## src/rtl/serial_mag_comparator_pkg.sv

```systemverilog
`default_nettype none
// ============================================================================
// Module   : cmp_pkg
// Purpose  : Shared types for the serial magnitude comparator. Holds the
//            controller state encoding, the 2-bit slice result encoding and
//            a helper for the width of the pair index.
// Ports    : none (package)
// Revision : 1.0 - initial release
// ============================================================================
package cmp_pkg;

  // Controller states
  typedef enum logic [1:0] {
    IDLE = 2'd0,
    RUN  = 2'd1,
    FIN  = 2'd2
  } state_t;

  // Result of one 2-bit slice compare
  typedef enum logic [1:0] {
    CMP_EQ = 2'b00,
    CMP_GT = 2'b01,
    CMP_LT = 2'b10
  } cmp_res_t;

  // Width of an index that counts n pairs. A single pair still needs a
  // one-bit register so the index never collapses to zero width.
  function automatic int idx_width(input int n);
    return (n > 1) ? $clog2(n) : 1;
  endfunction

endpackage

`default_nettype wire

```

## src/rtl/serial_mag_comparator_cmp2_slice.sv

```systemverilog
`default_nettype none
// ============================================================================
// Module   : cmp2_slice
// Purpose  : Purely combinational unsigned compare of two 2-bit values,
//            returning the cmp_pkg slice encoding.
// Ports    : i_a   [1:0]  operand A pair
//            i_b   [1:0]  operand B pair
//            o_res [1:0]  CMP_EQ / CMP_GT / CMP_LT
// Revision : 1.0 - initial release
// ============================================================================
module cmp2_slice
  import cmp_pkg::*;
(
  input  logic     [1:0] i_a,
  input  logic     [1:0] i_b,
  output cmp_res_t       o_res
);

  always_comb begin
    o_res = CMP_EQ;
    if (i_a > i_b) begin
      o_res = CMP_GT;
    end else if (i_a < i_b) begin
      o_res = CMP_LT;
    end
  end

endmodule

`default_nettype wire

```

## src/rtl/serial_mag_comparator.sv

```systemverilog
`default_nettype none
// ============================================================================
// Module   : serial_mag_comparator
// Purpose  : Compares two WIDTH-bit unsigned operands two bits per cycle,
//            MSB pair first, by time-sharing a single cmp2_slice. Start/done
//            handshake; one-hot gt/lt/eq result held until the next
//            comparison completes.
// Config   : SERIAL_CMP_EARLY_EXIT_EN - when defined, leave RUN on the first
//            differing pair instead of always walking all WIDTH/2 pairs.
// Params   : WIDTH  operand width, even and >= 2
// Ports    : clk          rising-edge clock
//            rst_n        synchronous active-low reset
//            i_start      request, accepted only in IDLE
//            i_a, i_b     operands, sampled on the accepting edge
//            o_busy       high while in RUN
//            o_done       one-cycle pulse, result valid
//            o_gt/o_lt/o_eq  one-hot comparison result
// Revision : 1.0 - initial release
// ============================================================================
module serial_mag_comparator
  import cmp_pkg::*;
#(
  parameter int WIDTH = 8
) (
  input  logic             clk,
  input  logic             rst_n,
  input  logic             i_start,
  input  logic [WIDTH-1:0] i_a,
  input  logic [WIDTH-1:0] i_b,
  output logic             o_busy,
  output logic             o_done,
  output logic             o_gt,
  output logic             o_lt,
  output logic             o_eq
);

  localparam int c_NPAIRS = WIDTH / 2;
  localparam int c_IDXW   = idx_width(c_NPAIRS);

  state_t             r_state;
  state_t             w_state_nxt;
  logic [WIDTH-1:0]   r_a;
  logic [WIDTH-1:0]   r_b;
  logic [c_IDXW-1:0]  r_idx;
  logic               r_decided;
  logic               r_gt_st;
  logic               r_lt_st;
  logic               r_gt;
  logic               r_lt;
  logic               r_eq;

  logic [1:0]         w_pa;
  logic [1:0]         w_pb;
  cmp_res_t           w_slice;
  logic               w_hit;
  logic               w_last;
  logic               w_run_done;
  logic               w_dec_nxt;
  logic               w_gt_nxt;
  logic               w_lt_nxt;

  // Pair select: route pair r_idx of the latched operands into the slice.
  always_comb begin
    w_pa = 2'b00;
    w_pb = 2'b00;
    for (int k = 0; k < c_NPAIRS; k++) begin
      if (r_idx == c_IDXW'(k)) begin
        w_pa = r_a[2*k +: 2];
        w_pb = r_b[2*k +: 2];
      end
    end
  end

  cmp2_slice u_slice (
    .i_a   (w_pa),
    .i_b   (w_pb),
    .o_res (w_slice)
  );

  // First unequal pair seen from the MSB side decides; later pairs are
  // ignored once r_decided is set.
  assign w_hit     = !r_decided && (w_slice != CMP_EQ);
  assign w_last    = (r_idx == '0);
  assign w_dec_nxt = r_decided | w_hit;
  assign w_gt_nxt  = w_hit ? (w_slice == CMP_GT) : r_gt_st;
  assign w_lt_nxt  = w_hit ? (w_slice == CMP_LT) : r_lt_st;

`ifdef SERIAL_CMP_EARLY_EXIT_EN
  assign w_run_done = w_last | w_hit;
`else
  assign w_run_done = w_last;
`endif

  always_comb begin
    w_state_nxt = r_state;
    case (r_state)
      IDLE:    if (i_start)    w_state_nxt = RUN;
      RUN:     if (w_run_done) w_state_nxt = FIN;
      FIN:                     w_state_nxt = IDLE;
      default:                 w_state_nxt = IDLE;
    endcase
  end

  always_ff @(posedge clk) begin
    if (!rst_n) begin
      r_state   <= IDLE;
      r_a       <= '0;
      r_b       <= '0;
      r_idx     <= '0;
      r_decided <= 1'b0;
      r_gt_st   <= 1'b0;
      r_lt_st   <= 1'b0;
      r_gt      <= 1'b0;
      r_lt      <= 1'b0;
      r_eq      <= 1'b0;
    end else begin
      r_state <= w_state_nxt;
      case (r_state)
        IDLE: begin
          // Result outputs are deliberately left alone here: the previous
          // answer stays visible until this comparison finishes.
          if (i_start) begin
            r_a       <= i_a;
            r_b       <= i_b;
            r_idx     <= c_IDXW'(c_NPAIRS - 1);
            r_decided <= 1'b0;
            r_gt_st   <= 1'b0;
            r_lt_st   <= 1'b0;
          end
        end
        RUN: begin
          r_decided <= w_dec_nxt;
          r_gt_st   <= w_gt_nxt;
          r_lt_st   <= w_lt_nxt;
          if (!w_last) begin
            r_idx <= r_idx - c_IDXW'(1);
          end
          // Publish the final sticky result on the edge entering FIN so the
          // outputs are already valid in the cycle that done is high.
          if (w_run_done) begin
            r_gt <= w_gt_nxt;
            r_lt <= w_lt_nxt;
            r_eq <= ~w_dec_nxt;
          end
        end
        default: begin
        end
      endcase
    end
  end

  assign o_busy = (r_state == RUN);
  assign o_done = (r_state == FIN);
  assign o_gt   = r_gt;
  assign o_lt   = r_lt;
  assign o_eq   = r_eq;

endmodule

`default_nettype wire

```

## config.mk

```make
export PLATFORM = sky130hd
export DESIGN_NAME = serial_mag_comparator
export DESIGN_NICKNAME = d
export VERILOG_FILES = /design/src/rtl/serial_mag_comparator_pkg.sv /design/src/rtl/serial_mag_comparator_cmp2_slice.sv /design/src/rtl/serial_mag_comparator.sv
export SDC_FILE = /design/constraint.sdc
export NUM_CORES = 1
export LEC_CHECK = 0
export ABC_AREA = 1
export ABC_CLOCK_PERIOD_IN_PS = 2320
export CAP_MARGIN = 20
export CELL_PAD_IN_SITES_DETAIL_PLACEMENT = 1
export CELL_PAD_IN_SITES_GLOBAL_PLACEMENT = 1
export CORE_MARGIN = 5
export CORE_UTILIZATION = 36
export DETAILED_ROUTE_END_ITERATION = 10
export PLACE_DENSITY = 0.76
export SYNTH_ARGS = -nofsm -noshare
export SYNTH_HDL_FRONTEND = slang
export SYNTH_SLANG_ARGS = --single-unit
```

## constraint.sdc

```tcl
create_clock -name clk -period 2.32 [get_ports clk]
set_input_delay 0.232 -clock clk [delete_from_list [all_inputs] [get_ports clk]]
set_output_delay 0.232 -clock clk [all_outputs]
set_load 0.03 [all_outputs]
```

After elaboration in Yosys (flattened, before gate mapping)
Index checks and enable logic that the tools add are counted.
Storage, ports and cells
  flip-flop bits (word level): 26
  input port bits: 19
  output and inout port bits: 5
  logic and storage cells: 58
Cells by class
  add/subtract/negate cells: 1
  order comparisons: 2
  equality and inequality tests: 10
  muxes and demuxes: 22
  bitwise logic cells: 2
  reductions and logical operators: 11
Operator list (number)
  2-bit 2-to-1 mux: 14
  2-bit equality test (second input constant): 4
  2-bit case mux with 2 select lines: 2
  2-bit AND reduction: 4
  2-bit by 1-bit equality test with 1-bit output (second input constant): 3
  1-bit case mux with 2 select lines: 3
  2-bit zero test: 2
  2-bit != test (second input constant): 2
  2-bit nonzero test: 2
  1-bit 2-to-1 mux: 3
  3-bit AND reduction: 1
  2-bit > comparator: 1
  2-bit less-than comparator: 1
  2-bit by 1-bit != test with 1-bit output (second input constant): 1
  2-bit by 1-bit subtractor with 2-bit output (second input constant): 1
  1-bit logical AND: 1
  1-bit zero test: 1
  1-bit inverter: 1
  1-bit bitwise OR: 1

Logic depth before layout (Yosys ltp)
  depth in word-level cells: 12
  gate-level depth with buffers: 15
  depth with buffers taken out: 15

Cells and area by module
A second synthesis with hierarchy kept.
Second synthesis, totals
  cell total of the unflattened synthesis: 187
  area total of the unflattened synthesis: 1277.5 um2
Modules (own cells, without submodules)
  serial_mag_comparator: times used 1, cells an instance 176, area an instance 1212.4 um2, seq. area each 520.5 um2
  cmp2_slice: times used 1, cells an instance 11, area an instance 65.1 um2, seq. area each 0.0 um2

Least setup slack after synthesis
No wires, ideal clock.
  kind: register to register
  from: register r_idx[0]
  to: register r_lt, in the netlist o_lt
  setup time: 115 ps
  data arrival time: 1641 ps
  data required time: 2205 ps
  setup slack: 564 ps
  cell stages (with the launch flop): 14
  buffers on the path: 0
  period minus slack after synthesis: 1756 ps
  path through: dfxtp_1 > inv_1 > ha_1 > inv_1 > nand3_1 > o211ai_1 > nand2_1 > ha_1 > nand2_1 > nand2_1 > nand2_1 > nand2_1 > o21ai_0 > inv_1
On the way
  cells in the longest elaborated chain, start to end: 11
  elaborated cells on any way between the ends: 21
  those cells by class: order compare (2); eq/ne (4); mux (11); reduce/logical (4)
RTL lines
  from (decl): RTL line serial_mag_comparator.sv:44  | logic [c_IDXW-1:0] r_idx;
  from (signal assigned): RTL line serial_mag_comparator.sv:125  | r_idx <= c_IDXW'(c_NPAIRS - 1);
  from (signal assigned): RTL line serial_mag_comparator.sv:136  | r_idx <= r_idx - c_IDXW'(1);
  2-bit zero test: RTL line serial_mag_comparator.sv:67, serial_mag_comparator.sv:83
  2-bit 2-to-1 mux (4 in a row): RTL line serial_mag_comparator.sv:67  | if (r_idx == c_IDXW'(k)) begin
  2-bit less-than comparator: RTL line serial_mag_comparator_cmp2_slice.sv:23  | end else if (i_a < i_b) begin
  2-bit 2-to-1 mux: RTL line serial_mag_comparator_cmp2_slice.sv:23
  2-bit 2-to-1 mux: RTL line serial_mag_comparator_cmp2_slice.sv:21  | if (i_a > i_b) begin
  2-bit nonzero test: RTL line serial_mag_comparator.sv:82  | assign w_hit = !r_decided && (w_slice != CMP_EQ);
  1-bit logical AND: RTL line serial_mag_comparator.sv:82
  1-bit 2-to-1 mux: RTL line serial_mag_comparator.sv:86  | assign w_lt_nxt = w_hit ? (w_slice == CMP_LT) : r_lt_st;
  to (signal assigned): RTL line serial_mag_comparator.sv:142  | r_lt <= w_lt_nxt;
  to (decl): RTL line serial_mag_comparator.sv:49  | logic r_lt;
Several ways; a longest one is shown, not always the timed one.
A chain may end at the register's enable or synchronous reset.

Worst setup path after layout
Ends and elaborated chain as after synthesis.

==> flow_summary.json <==
{
  "tritoncts": "built",
  "worst-endpoint-arrival_ns": 2.28,
  "reg2reg_from": "r_idx[0]",
  "hold_path.startpoint": "i_a[3]",
  "run_status": "complete, no violations",
  "mappedNetlistArea_mm2": 0.00124,
  "die_x_um": 68.8,
  "row_count": 21,
  "cells_after_synthesis": 169,
  "critical_path_class": "flop to flop",
  "first_global_vias": 1241,
  "synthDistinctLibCells": 21,
  "drc": 0,
  "postCtsSetupBuffers": 0,
  "synth-seq-cells": 26,
  "max_freq_ghz": 0.492,
  "dieArea_mm2": 0.00473,
  "timing.critical_path.to_type": "flop",
  "setup.worst_path.start_class": "flop",
  "top_layer": "met4",
  "worst_clock_skew_ns": 0.00690,
  "clk_transition_reported_paths_ns": 0.15,
  "via_per_inst": 4.91,
  "die_h_um": 68.8,
  "utilization_pct": 46.3,
  "core_region_area_mm2": 0.00334,
  "totalWireLength_mm": 3.10,
  "ant_nets": 0,
  "grt_pass1_wl_mm": 5.54,
  "firstDrtPassIters": 4,
  "synthesis.nets": 194,
  "wl_per_cell_um": 13.0,
  "cts-buffers-inserted": 3,
  "final-seq-area_um2": 520,
  "timing.final.max_slew_violations": 0,
  "io-pin-count": 24,
  "timing.reg2reg.setup_slack_ns": 0.29,
  "cts-htree-levels": 1,
  "numPlacedInstances": 235,
  "period_share_pct": 87.6,
  "syn_area_per_cell_um2": 7.36,
  "leakagePower_nw": 0.665,
  "max_slew_headroom_at_the_worst_pin_pct": 73.0,
  "vdd_ir_drop_max_mv": 0.243,
  "layout_min_cycle_time_ns": 2.03,
  "detailroute.wirelength.met3_um": 139,
  "count_of_vias_placed_by_the_detailed_router": 1173,
  "p_per_area_mw_per_mm2": 716,
  "clock_path_buffers": 2,
  "worst-slew-pin-transition_ns": 0.403,
  "critPathMaxFanout": 5,
  "global_route.usage.total_pct": 15.7,
  "met2WireLength_mm": 1.55,
  "cap_viol_max_count": 0,
  "multi_input_area_um2": 617,
  "report.final.hold_viol_count": 0,
  "report.final.setup_viol": 0,
  "crit_required_ns": 2.57,
  "yosysWarnings": 0,
  "cts.sink_count": 26,
  "share_of_synthesized_area_occupied_by_flip_flops_and_latches_pct": 41.9,
  "grt_setup_unrepaired": "no",
  "min-delay-path-class": "input pin to flop",
  "num_antenna_cells": 0,
  "final_weighted_congestion_in_routability_driven_placement": 0.845,
  "post_layout_nonfiller_instances": 239,
  "hpwlAfterDp_mm": 2.50,
  "antenna_found_initial": 0,
  "proportion_of_layout_cells_with_a_drive_suffix_above_1_pct": 13.0,
  "place.port_buffers": 23,
  "worstSkewPairLatency_ns": 0.33,
  "initial_utilization_pct": 37.3,
  "iteration_0_drc_count_of_the_detailed_router": 30,
  "routedLengthMet1_mm": 1.35,
  "critPathLaunch": "r_idx[0]",
  "grt_max_degree": 19,
  "finalSetupTns_ns": 0,
  "num-nets-final": 219,
  "ctsRootBufferMaster": "sky130_fd_sc_hd__clkbuf_4",
  "grt-ovfl-total": 0,
  "synthesis_to_layout_area_growth_pct": 24.2,
  "fillerInstances": 450
}
==> power by group <==
part           internal [mW]  switching [mW]  total [mW]
clock network         0.0961           0.139       0.236
registers              0.493          0.0344       0.528
logic                  0.137           0.206       0.343
==> logic make-up after synthesis <==
logic type / share of synthesized area, %
and+or+nand+nor: 28.9
adders and majority gates: 6.04
buffers and inverters: 8.75
DFF: 41.9
AOI/OAI and AO/OA: 14.5
==> registers in the layout (all words and copies together), names as in the netlist <==
| name | count |
|---|---|
| o_lt | 1 |
| r_decided | 1 |
| r_idx | 2 |
| o_gt | 1 |
| r_gt_st | 1 |
| o_eq | 1 |
| r_a | 8 |
| r_b | 8 |
| r_lt_st | 1 |
| r_state | 2 |
==> through the flow <==
stage / power (mW) / instance area (um2) / setup WS [ns] / hold WS, ns
finish: 1.11 / 1550 / 0.287 / 0.497
global placement: 0.860 / 1510 / 0.393 / 0.474
CTS: 1.12 / 1540 / 0.254 / 0.488
global route: 1.20 / 1550 / 0.0152 / 0.497
floorplan: 0.776 / 1240 / 0.564 / 0.381
detailed placement: 0.879 / 1510 / 0.281 / 0.485
==> cell usage after synthesis <==
master	n	share of area, %
sky130_fd_sc_hd__inv_2	2	0.60
sky130_fd_sc_hd__nor2_1	36	11
sky130_fd_sc_hd__clkbuf_1	1	0.30
sky130_fd_sc_hd__inv_6	1	0.70
sky130_fd_sc_hd__buf_1	1	0.30
sky130_fd_sc_hd__nand2_1	20	6.0
sky130_fd_sc_hd__inv_1	16	4.8
sky130_fd_sc_hd__nor2_2	11	5.5
sky130_fd_sc_hd__o21ai_0	10	4.0
sky130_fd_sc_hd__nand2_4	1	0.91
sky130_fd_sc_hd__buf_12	1	1.6
sky130_fd_sc_hd__nand2_2	2	1.0
sky130_fd_sc_hd__buf_2	1	0.40
sky130_fd_sc_hd__nand3_1	9	3.6
sky130_fd_sc_hd__ha_1	6	6.0
sky130_fd_sc_hd__dfxtp_1	26	42
sky130_fd_sc_hd__o211ai_1	2	1.2
sky130_fd_sc_hd__o21ai_1	10	4.0
sky130_fd_sc_hd__nor2_4	1	0.91
sky130_fd_sc_hd__a21oi_1	10	4.0
sky130_fd_sc_hd__a22oi_1	2	1.2
==> worst max-delay path, cell delays in order (launching register included) <==
cell and delay (ns):
sky130_fd_sc_hd__dfxtp_1 0.42, sky130_fd_sc_hd__inv_1 0.11, sky130_fd_sc_hd__ha_1 0.27, sky130_fd_sc_hd__nand3_1 0.12
sky130_fd_sc_hd__nand3_1 0.08, sky130_fd_sc_hd__o211ai_1 0.11, sky130_fd_sc_hd__nand2_1 0.08, sky130_fd_sc_hd__ha_1 0.28
sky130_fd_sc_hd__nand2_1 0.09, sky130_fd_sc_hd__nand2_1 0.07, sky130_fd_sc_hd__nand2_1 0.06, sky130_fd_sc_hd__nand2_1 0.07
sky130_fd_sc_hd__o21ai_0 0.15, sky130_fd_sc_hd__inv_1 0.05
==> path summary, 6_finish.rpt <==
path,endpoint,depth (start not counted)
setup reg to reg,o_lt,13
hold / removal,r_a[3],3
hold reg to reg,r_lt_st,2
setup / recovery,o_lt,13
==> layout by cell type, fill, tap and decap left out <==
| master | n |
|---|---|
| sky130_fd_sc_hd__a22oi_1 | 2 |
| sky130_fd_sc_hd__clkdlybuf4s50_1 | 23 |
| sky130_fd_sc_hd__ha_2 | 1 |
| sky130_fd_sc_hd__nor2_4 | 1 |
| sky130_fd_sc_hd__o21ai_0 | 10 |
| sky130_fd_sc_hd__o211ai_1 | 2 |
| sky130_fd_sc_hd__nand2_2 | 2 |
| sky130_fd_sc_hd__o21ai_1 | 10 |
| sky130_fd_sc_hd__nand2_1 | 20 |
| sky130_fd_sc_hd__inv_1 | 15 |
| sky130_fd_sc_hd__dfxtp_1 | 26 |
| sky130_fd_sc_hd__ha_1 | 5 |
| sky130_fd_sc_hd__nor2_1 | 36 |
| sky130_fd_sc_hd__nand3_1 | 9 |
| sky130_fd_sc_hd__clkbuf_8 | 1 |
| sky130_fd_sc_hd__inv_2 | 3 |
| sky130_fd_sc_hd__inv_6 | 1 |
| sky130_fd_sc_hd__a21oi_1 | 10 |
| sky130_fd_sc_hd__buf_4 | 1 |
| sky130_fd_sc_hd__nand2_4 | 1 |
| sky130_fd_sc_hd__nor2_2 | 11 |
| sky130_fd_sc_hd__clkbuf_4 | 3 |
==> what timing repair did <==
| item | 4_1_cts | 5_1_grt |
|---|---|---|
| resized for setup | 0 | 2 |
| hold buffers | 0 | 0 |
| endpoints found under the setup margin | 0 | 1 |
==> metal layers <==
metal | vias to the layer above | track usage, %
met4 | 0 | 4.87
met2 | 22 | 27.8
met1 | 554 | 18.6
met3 | 9 | 3.89
met5 | - | 0
li1 | 588 | -
==> cell type report <==
| class | instances | area share, % |
|---|---|---|
| Clock buffer | 4 | 2.35 |
| Timing Repair Buffer | 24 | 15.4 |
| Inverter | 19 | 4.94 |
| Multi-Input combinational cell | 120 | 39.9 |
| Tap cell | 46 | 3.72 |
| Sequential cell | 26 | 33.7 |
No activity file was read; power rests on OpenSTA's default activity.
